[src/rtl/mem_arbiter_if.sv]
// mem_arbiter_if: bundles the IFU request/response channel, the LSU
// request/response channel and the shared data-memory port.
//   slave  - arbiter view: takes requests and mem_rdata, drives readies,
//            responses and the memory port.
//   master - environment view: IFU, LSU and memory side, directions mirrored.
interface mem_arbiter_if;
    // IFU channel
    logic        ifu_req_valid;
    logic        ifu_req_ready;
    logic [31:0] ifu_addr;
    logic        ifu_resp_valid;
    logic        ifu_resp_ready;
    logic [31:0] ifu_rdata;
    // LSU channel
    logic        lsu_req_valid;
    logic        lsu_req_ready;
    logic        lsu_wen;
    logic [31:0] lsu_addr;
    logic [31:0] lsu_wdata;
    logic [7:0]  lsu_wmask;
    logic [2:0]  lsu_readop;
    logic        lsu_resp_valid;
    logic        lsu_resp_ready;
    logic [31:0] lsu_rdata;
    // Memory port
    logic        mem_valid;
    logic        mem_wen;
    logic [31:0] mem_raddr;
    logic [31:0] mem_waddr;
    logic [31:0] mem_wdata;
    logic [7:0]  mem_wmask;
    logic [2:0]  mem_readop;
    logic [31:0] mem_rdata;

    modport slave (
        input  ifu_req_valid, ifu_addr, ifu_resp_ready,
        input  lsu_req_valid, lsu_wen, lsu_addr, lsu_wdata, lsu_wmask,
        input  lsu_readop, lsu_resp_ready,
        input  mem_rdata,
        output ifu_req_ready, ifu_resp_valid, ifu_rdata,
        output lsu_req_ready, lsu_resp_valid, lsu_rdata,
        output mem_valid, mem_wen, mem_raddr, mem_waddr, mem_wdata,
        output mem_wmask, mem_readop
    );

    modport master (
        output ifu_req_valid, ifu_addr, ifu_resp_ready,
        output lsu_req_valid, lsu_wen, lsu_addr, lsu_wdata, lsu_wmask,
        output lsu_readop, lsu_resp_ready,
        output mem_rdata,
        input  ifu_req_ready, ifu_resp_valid, ifu_rdata,
        input  lsu_req_ready, lsu_resp_valid, lsu_rdata,
        input  mem_valid, mem_wen, mem_raddr, mem_waddr, mem_wdata,
        input  mem_wmask, mem_readop
    );
endinterface

[src/rtl/mem_arbiter.sv]
// mem_arbiter: shares one data-memory port between the instruction-fetch
// unit and the load/store unit. One request is accepted at a time, the
// memory port is driven for MEM_LAT cycles, and the result is returned to
// the owning master on its response channel. Ties are broken round-robin.
// Ports:
//   clk   - system clock, rising edge
//   rst_n - asynchronous active-low reset
//   bus   - mem_arbiter_if.slave: IFU/LSU request+response channels and
//           the memory port (see mem_arbiter_if.sv)
module mem_arbiter #(
    parameter int unsigned MEM_LAT  = 1,
    parameter logic [2:0]  FETCH_OP = 3'h2
) (
    input  logic          clk,
    input  logic          rst_n,
    mem_arbiter_if.slave  bus
);

    localparam int CNT_W = $clog2(MEM_LAT + 1);

    localparam logic [1:0] ST_IDLE   = 2'd0;
    localparam logic [1:0] ST_ACCESS = 2'd1;
    localparam logic [1:0] ST_RESP   = 2'd2;

    localparam logic OWN_IFU = 1'b0;
    localparam logic OWN_LSU = 1'b1;

    logic [1:0]       state_q,      state_d;
    logic             last_grant_q, last_grant_d;
    logic             owner_q,      owner_d;
    logic             wen_q,        wen_d;
    logic [31:0]      addr_q,       addr_d;
    logic [31:0]      wdata_q,      wdata_d;
    logic [7:0]       wmask_q,      wmask_d;
    logic [2:0]       readop_q,     readop_d;
    logic [CNT_W-1:0] lat_cnt_q,    lat_cnt_d;
    logic [31:0]      resp_q,       resp_d;

    logic grant_ifu;
    logic grant_lsu;
    logic in_idle;
    logic in_access;
    logic in_resp;
    logic first_access;
    logic rd_access;
    logic wr_access;

    // Round-robin: with both valid, the master that did not win last time goes.
    assign grant_ifu = bus.ifu_req_valid &
                       (!bus.lsu_req_valid || (last_grant_q == OWN_LSU));
    assign grant_lsu = bus.lsu_req_valid &
                       (!bus.ifu_req_valid || (last_grant_q == OWN_IFU));

    assign in_idle   = (state_q == ST_IDLE);
    assign in_access = (state_q == ST_ACCESS);
    assign in_resp   = (state_q == ST_RESP);

    // Readies are gated by rst_n so every output is 0 while reset is held,
    // even though the request valids feed them combinationally.
    assign bus.ifu_req_ready = rst_n & in_idle & grant_ifu;
    assign bus.lsu_req_ready = rst_n & in_idle & grant_lsu;

    // The counter is loaded with MEM_LAT, so that value marks the first
    // ACCESS cycle, the only one in which the write strobe fires.
    assign first_access = (lat_cnt_q == CNT_W'(MEM_LAT));
    assign rd_access    = in_access & ~wen_q;
    assign wr_access    = in_access &  wen_q;

    assign bus.mem_valid  = rd_access;
    assign bus.mem_raddr  = rd_access ? addr_q   : 32'd0;
    assign bus.mem_readop = rd_access ? readop_q : 3'd0;
    assign bus.mem_wen    = wr_access & first_access;
    assign bus.mem_waddr  = wr_access ? addr_q   : 32'd0;
    assign bus.mem_wdata  = wr_access ? wdata_q  : 32'd0;
    assign bus.mem_wmask  = wr_access ? wmask_q  : 8'd0;

    assign bus.ifu_resp_valid = in_resp & (owner_q == OWN_IFU);
    assign bus.lsu_resp_valid = in_resp & (owner_q == OWN_LSU);
    assign bus.ifu_rdata      = bus.ifu_resp_valid ? resp_q : 32'd0;
    assign bus.lsu_rdata      = bus.lsu_resp_valid ? resp_q : 32'd0;

    always_comb begin
        // NOTE: every variable gets a default before the case so no path
        // leaves it unassigned, which would otherwise infer a latch.
        state_d      = state_q;
        last_grant_d = last_grant_q;
        owner_d      = owner_q;
        wen_d        = wen_q;
        addr_d       = addr_q;
        wdata_d      = wdata_q;
        wmask_d      = wmask_q;
        readop_d     = readop_q;
        lat_cnt_d    = lat_cnt_q;
        resp_d       = resp_q;

        case (state_q)
            ST_IDLE: begin
                if (bus.ifu_req_ready) begin
                    owner_d      = OWN_IFU;
                    last_grant_d = OWN_IFU;
                    wen_d        = 1'b0;
                    addr_d       = bus.ifu_addr;
                    wdata_d      = 32'd0;
                    wmask_d      = 8'd0;
                    readop_d     = FETCH_OP;
                    lat_cnt_d    = CNT_W'(MEM_LAT);
                    state_d      = ST_ACCESS;
                end else if (bus.lsu_req_ready) begin
                    owner_d      = OWN_LSU;
                    last_grant_d = OWN_LSU;
                    wen_d        = bus.lsu_wen;
                    addr_d       = bus.lsu_addr;
                    wdata_d      = bus.lsu_wdata;
                    wmask_d      = bus.lsu_wmask;
                    readop_d     = bus.lsu_readop;
                    lat_cnt_d    = CNT_W'(MEM_LAT);
                    state_d      = ST_ACCESS;
                end
            end
            ST_ACCESS: begin
                lat_cnt_d = lat_cnt_q - CNT_W'(1);
                if (lat_cnt_q == CNT_W'(1)) begin
                    // Stores return a plain acknowledge with zero data.
                    resp_d  = wen_q ? 32'd0 : bus.mem_rdata;
                    state_d = ST_RESP;
                end
            end
            ST_RESP: begin
                if ((owner_q == OWN_IFU) ? bus.ifu_resp_ready : bus.lsu_resp_ready) begin
                    state_d = ST_IDLE;
                end
            end
            default: state_d = ST_IDLE;
        endcase
    end

    always_ff @(posedge clk or negedge rst_n) begin
        if (!rst_n) begin
            state_q      <= ST_IDLE;
            last_grant_q <= OWN_LSU;
            owner_q      <= OWN_IFU;
            wen_q        <= 1'b0;
            addr_q       <= 32'd0;
            wdata_q      <= 32'd0;
            wmask_q      <= 8'd0;
            readop_q     <= 3'd0;
            lat_cnt_q    <= '0;
            resp_q       <= 32'd0;
        end else begin
            // NOTE: non-blocking assignments so every register samples the
            // pre-edge value of the others, independent of statement order.
            state_q      <= state_d;
            last_grant_q <= last_grant_d;
            owner_q      <= owner_d;
            wen_q        <= wen_d;
            addr_q       <= addr_d;
            wdata_q      <= wdata_d;
            wmask_q      <= wmask_d;
            readop_q     <= readop_d;
            lat_cnt_q    <= lat_cnt_d;
            resp_q       <= resp_d;
        end
    end

endmodule

[src/flat_wrapper.sv]
// flat-port wrapper written by rule: the top's interface ports become plain ports
module mem_arbiter_flat 
#(
    parameter int unsigned MEM_LAT  = 1,
    parameter logic [2:0]  FETCH_OP = 3'h2
)
  (clk, rst_n, bus_ifu_req_valid, bus_ifu_addr, bus_ifu_resp_ready, bus_lsu_req_valid, bus_lsu_wen, bus_lsu_addr, bus_lsu_wdata, bus_lsu_wmask, bus_lsu_readop, bus_lsu_resp_ready, bus_mem_rdata, bus_ifu_req_ready, bus_ifu_resp_valid, bus_ifu_rdata, bus_lsu_req_ready, bus_lsu_resp_valid, bus_lsu_rdata, bus_mem_valid, bus_mem_wen, bus_mem_raddr, bus_mem_waddr, bus_mem_wdata, bus_mem_wmask, bus_mem_readop);
  mem_arbiter_if bus_i ();
  input  logic clk;
  input  logic rst_n;
  input wire logic [$bits(bus_i.ifu_req_valid)-1:0] bus_ifu_req_valid;
  input wire logic [$bits(bus_i.ifu_addr)-1:0] bus_ifu_addr;
  input wire logic [$bits(bus_i.ifu_resp_ready)-1:0] bus_ifu_resp_ready;
  input wire logic [$bits(bus_i.lsu_req_valid)-1:0] bus_lsu_req_valid;
  input wire logic [$bits(bus_i.lsu_wen)-1:0] bus_lsu_wen;
  input wire logic [$bits(bus_i.lsu_addr)-1:0] bus_lsu_addr;
  input wire logic [$bits(bus_i.lsu_wdata)-1:0] bus_lsu_wdata;
  input wire logic [$bits(bus_i.lsu_wmask)-1:0] bus_lsu_wmask;
  input wire logic [$bits(bus_i.lsu_readop)-1:0] bus_lsu_readop;
  input wire logic [$bits(bus_i.lsu_resp_ready)-1:0] bus_lsu_resp_ready;
  input wire logic [$bits(bus_i.mem_rdata)-1:0] bus_mem_rdata;
  output wire logic [$bits(bus_i.ifu_req_ready)-1:0] bus_ifu_req_ready;
  output wire logic [$bits(bus_i.ifu_resp_valid)-1:0] bus_ifu_resp_valid;
  output wire logic [$bits(bus_i.ifu_rdata)-1:0] bus_ifu_rdata;
  output wire logic [$bits(bus_i.lsu_req_ready)-1:0] bus_lsu_req_ready;
  output wire logic [$bits(bus_i.lsu_resp_valid)-1:0] bus_lsu_resp_valid;
  output wire logic [$bits(bus_i.lsu_rdata)-1:0] bus_lsu_rdata;
  output wire logic [$bits(bus_i.mem_valid)-1:0] bus_mem_valid;
  output wire logic [$bits(bus_i.mem_wen)-1:0] bus_mem_wen;
  output wire logic [$bits(bus_i.mem_raddr)-1:0] bus_mem_raddr;
  output wire logic [$bits(bus_i.mem_waddr)-1:0] bus_mem_waddr;
  output wire logic [$bits(bus_i.mem_wdata)-1:0] bus_mem_wdata;
  output wire logic [$bits(bus_i.mem_wmask)-1:0] bus_mem_wmask;
  output wire logic [$bits(bus_i.mem_readop)-1:0] bus_mem_readop;
  assign bus_i.ifu_req_valid = bus_ifu_req_valid;
  assign bus_i.ifu_addr = bus_ifu_addr;
  assign bus_i.ifu_resp_ready = bus_ifu_resp_ready;
  assign bus_i.lsu_req_valid = bus_lsu_req_valid;
  assign bus_i.lsu_wen = bus_lsu_wen;
  assign bus_i.lsu_addr = bus_lsu_addr;
  assign bus_i.lsu_wdata = bus_lsu_wdata;
  assign bus_i.lsu_wmask = bus_lsu_wmask;
  assign bus_i.lsu_readop = bus_lsu_readop;
  assign bus_i.lsu_resp_ready = bus_lsu_resp_ready;
  assign bus_i.mem_rdata = bus_mem_rdata;
  assign bus_ifu_req_ready = bus_i.ifu_req_ready;
  assign bus_ifu_resp_valid = bus_i.ifu_resp_valid;
  assign bus_ifu_rdata = bus_i.ifu_rdata;
  assign bus_lsu_req_ready = bus_i.lsu_req_ready;
  assign bus_lsu_resp_valid = bus_i.lsu_resp_valid;
  assign bus_lsu_rdata = bus_i.lsu_rdata;
  assign bus_mem_valid = bus_i.mem_valid;
  assign bus_mem_wen = bus_i.mem_wen;
  assign bus_mem_raddr = bus_i.mem_raddr;
  assign bus_mem_waddr = bus_i.mem_waddr;
  assign bus_mem_wdata = bus_i.mem_wdata;
  assign bus_mem_wmask = bus_i.mem_wmask;
  assign bus_mem_readop = bus_i.mem_readop;
  mem_arbiter #(.MEM_LAT(MEM_LAT), .FETCH_OP(FETCH_OP)) u_core (.clk(clk), .rst_n(rst_n), .bus(bus_i));
endmodule
[config.mk]
export PLATFORM = sky130hd
export DESIGN_NAME = mem_arbiter_flat
export DESIGN_NICKNAME = d
export VERILOG_FILES = /design/src/rtl/mem_arbiter_if.sv /design/src/rtl/mem_arbiter.sv /design/src/flat_wrapper.sv
export SDC_FILE = /design/constraint.sdc
export NUM_CORES = 1
export LEC_CHECK = 0
export BUFFER_PORTS_ARGS = -buffer_cell sky130_fd_sc_hd__buf_4
export CAP_MARGIN = 20
export CORE_AREA = 2 2 126 128
export DETAILED_ROUTE_END_ITERATION = 16
export DIE_AREA = 0 0 128 130
export PLACE_DENSITY = 0.72
export SKIP_LAST_GASP = 1
export SYNTH_ARGS = -nofsm -noshare
export SYNTH_HDL_FRONTEND = slang
export SYNTH_SLANG_ARGS = --single-unit
export TNS_END_PERCENT = 10
[constraint.sdc]
create_clock -name clk -period 3.5 [get_ports clk]
set_clock_uncertainty 0.05 [all_clocks]
set_input_delay 0.7 -clock clk [delete_from_list [all_inputs] [get_ports clk]]
set_output_delay 0.7 -clock clk [all_outputs]
set_load 0.02 [all_outputs]
==> reports/metrics.yaml <==
crit_arrival_ns: 2.17
hold_viol: 0
crit_path_max_fanout: 34
nets: 1053
tritoncts_num_sinks: 113
setup_tns_final_ns: 0
num_antenna_cells: 0
x_dimension_of_the_die_um: 128
cts_post_setup_buffers_inserted: 0
synth.distinct_cells: 25
cts_max_path_buffers: 2
clk_pin_slew_worst_paths_ns: 0.05
route.detailed.drc: 0
grt.total_usage: 0.236
grt_setup_unrepaired: "false"
slew_headroom: 0.361
cell_area_after_synthesis_um2: 6020
internal-power_mw: 4.32
cts_tree: "yes"
grt_pass1_vias: 5397
report.final.setup_viol: 0
cts-hold-fix-buffers: 0
swShare: 0.366
power_switching_mw: 2.49
power.static_leakage_nw: 4.91
syn-mean-instance-area_um2: 9.72
sequential_area_share_after_synthesis: 0.470
placeableCoreArea_um2: 15400
post-route-period-util: 0.834
period_minus_slack_ns: 2.92
clkPwrFrac: 0.251
outcome: "complete, no violations"
share_comb_of_total_power: 0.402
timing_worst_slew_pin_value_ns: 0.958
synthesis.nets: 765
row_count: 46
setup.worst_path.start_class: "flip-flop"
detailedRoute.firstIterationViolations: 458
drt_wl_total_mm: 20.2
portBuffers: 322
post_drt_wl_per_cell_um: 18.2
max-vdd-ir-drop_mv: 0.486
detail_route.vias_per_cell: 5.31
clock_insertion_delay_worst_skew_ns: 0.41
critical_path_required_ns: 2.75
criticalPathCategory: "reg2out"
ctsHtreeMaxLevel: 4
grt_start_max_net_pins: 84
cap_viol_max_count: 0
fin_worst_hold_slack_ns: 0.277
power_density_relative_to_cell_area_nw_per_um2: 746
dp.final_hpwl_mm: 14.1
ys_ff_latch: 113
cts_root_buffer: "sky130_fd_sc_hd__clkbuf_16"
first_pass_iters: 5
synthToLayoutAreaGrowth_pct: 51.7
num_vias: 5896
timing.hold.worst.class: "in2async"
io_pins: 323
drive_gt1_frac: 0.409
ys_warn_count: 0
tritoncts.num_buffers: 17
finalMaxSlewViolations: 0
end_kind: "output pin"
clock.fmax_ghz: 0.343
drt.antenna.violating_nets: 0
dieHeight_um: 130
die_area_um2: 16600
grt_first_pass_wirelength_mm: 30.5
antenna_found_initial: 0
initial_utilization: 0.390
cts_repair_resized_insts: 0
power.share.sequential: 0.347
syn-instance-count: 619
grt_overflow_total: 0
routabilityCongestion: 0.797
[worst max-delay path: stages, from the launching register on]
cell and delay [ns]:
sky130_fd_sc_hd__dfrtp_1 0.52, sky130_fd_sc_hd__and3b_1 0.85, sky130_fd_sc_hd__and2_1 0.23, sky130_fd_sc_hd__buf_4 0.14
[path summary, 6_finish.rpt]
kind,slack (ns),cells past startpoint,startpoint,end
max,0.58,3,u_core.state_q[1]$_DFFE_PN0P_,bus_lsu_rdata[20]
min,0.28,2,rst_n,u_core.wdata_q[0]$_DFFE_PN0P_
max reg2reg,1.21,5,u_core.state_q[1]$_DFFE_PN0P_,u_core.addr_q[20]$_DFFE_PN0P_
min reg2reg,0.44,1,u_core.wdata_q[15]$_DFFE_PN0P_,u_core.wdata_q[15]$_DFFE_PN0P_
max in group asynchronous,1.99,4,rst_n,u_core.wdata_q[12]$_DFFE_PN0P_
min in group clk,0.44,1,u_core.wdata_q[15]$_DFFE_PN0P_,u_core.wdata_q[15]$_DFFE_PN0P_
[power by group through the flow]
stage / registers [mW] / clock network (mW) / logic [mW]
4_1_cts: 2.36 / 1.74 / 2.76
3_3_place_gp: 2.36 / 0 / 2.70
2_1_floorplan: 2.16 / 0 / 1.85
6_report: 2.36 / 1.71 / 2.74
3_5_place_dp: 2.38 / 0 / 2.74
5_1_grt: 2.44 / 1.80 / 2.96
[cell families after synthesis]
family	synth area share
simple gates	0.218
compound gates	0.235
flops	0.470
buf+inv	0.0753
xor+xnor	0.00146
[layout by cell type (no fill, tap or decap), types with 32 or more instances in the layout]
| cell | instances |
|---|---|
| sky130_fd_sc_hd__inv_1 | 37 |
| sky130_fd_sc_hd__nand2_1 | 36 |
| sky130_fd_sc_hd__o22a_1 | 32 |
| sky130_fd_sc_hd__a22o_1 | 75 |
| sky130_fd_sc_hd__dfrtp_1 | 111 |
| sky130_fd_sc_hd__buf_4 | 339 |
| sky130_fd_sc_hd__o211ai_1 | 32 |
| sky130_fd_sc_hd__and3_1 | 73 |
| sky130_fd_sc_hd__a31oi_1 | 32 |
| sky130_fd_sc_hd__and2_1 | 101 |
[per-stage QoR]
| stage | cell area [um2] | worst slack, ns | power [mW] | cells | utilization |
|---|---|---|---|---|---|
| 3_5_place_dp | 8530 | 0.955 | 5.11 | 1079 | 0.553 |
| 3_3_place_gp | 8530 | 1.00 | 5.07 | 1079 | 0.553 |
| 4_1_cts | 9110 | 0.575 | 6.85 | 1110 | 0.591 |
| 6_report | 9130 | 0.581 | 6.81 | 1111 | 0.592 |
| 2_1_floorplan | 6020 | 1.19 | 4.01 | 619 | - |
| 5_1_grt | 9130 | 0.426 | 7.20 | 1111 | 0.592 |
[metal layers]
metal	share of wire	routed length (um)	up-vias	global-route usage
met2	0.50	10100	261	0.398
met5	0	0	-	0
met4	0.024	476	0	0.0873
met1	0.41	8210	2818	0.295
met3	0.069	1400	33	0.0603
li1	-	-	2784	-
[state kept, by name, summed over array words and instances (netlist names)]
register	count
u_core.readop_q	3
u_core.owner_q	1
u_core.wmask_q	8
u_core.addr_q	32
u_core.resp_q	32
u_core.wen_q	1
u_core.last_grant_q	1
u_core.first_access	1
u_core.state_q	2
u_core.wdata_q	32
[cell type report]
class                   count  area, um2
inverters                  37        139
multi-input cells         397       2750
clock inverters             5       75.1
flip-flops and latches    113       2830
well taps                 192        240
repair buffers            341       2580
clock buffers              26        509
fillers                  1396       6290
[synthesized netlist by cell type]
cell type | number | area [um2]
sky130_fd_sc_hd__nand3_1 | 1 | 5.00
sky130_fd_sc_hd__dfrtp_1 | 112 | 2800
sky130_fd_sc_hd__nor3b_2 | 2 | 25.0
sky130_fd_sc_hd__inv_1 | 37 | 139
sky130_fd_sc_hd__nor2b_1 | 2 | 12.5
sky130_fd_sc_hd__clkbuf_1 | 47 | 176
sky130_fd_sc_hd__dfstp_2 | 1 | 26.3
sky130_fd_sc_hd__a21o_1 | 2 | 15.0
sky130_fd_sc_hd__a22o_1 | 75 | 657
sky130_fd_sc_hd__o221ai_1 | 1 | 8.76
sky130_fd_sc_hd__nand2b_1 | 1 | 6.26
sky130_fd_sc_hd__or2_0 | 1 | 6.26
sky130_fd_sc_hd__and3_1 | 74 | 463
sky130_fd_sc_hd__o21ai_0 | 1 | 5.00
sky130_fd_sc_hd__nor3b_4 | 1 | 18.8
sky130_fd_sc_hd__and2_1 | 101 | 632
sky130_fd_sc_hd__o211ai_1 | 32 | 240
sky130_fd_sc_hd__buf_4 | 5 | 37.5
sky130_fd_sc_hd__a31oi_1 | 32 | 200
sky130_fd_sc_hd__o22a_1 | 32 | 280
sky130_fd_sc_hd__xnor2_1 | 1 | 8.76
sky130_fd_sc_hd__and3b_1 | 1 | 8.76
sky130_fd_sc_hd__a2bb2oi_1 | 1 | 8.76
sky130_fd_sc_hd__nand2_1 | 36 | 135
sky130_fd_sc_hd__buf_2 | 20 | 100
(Power assumes the default switching activity.)
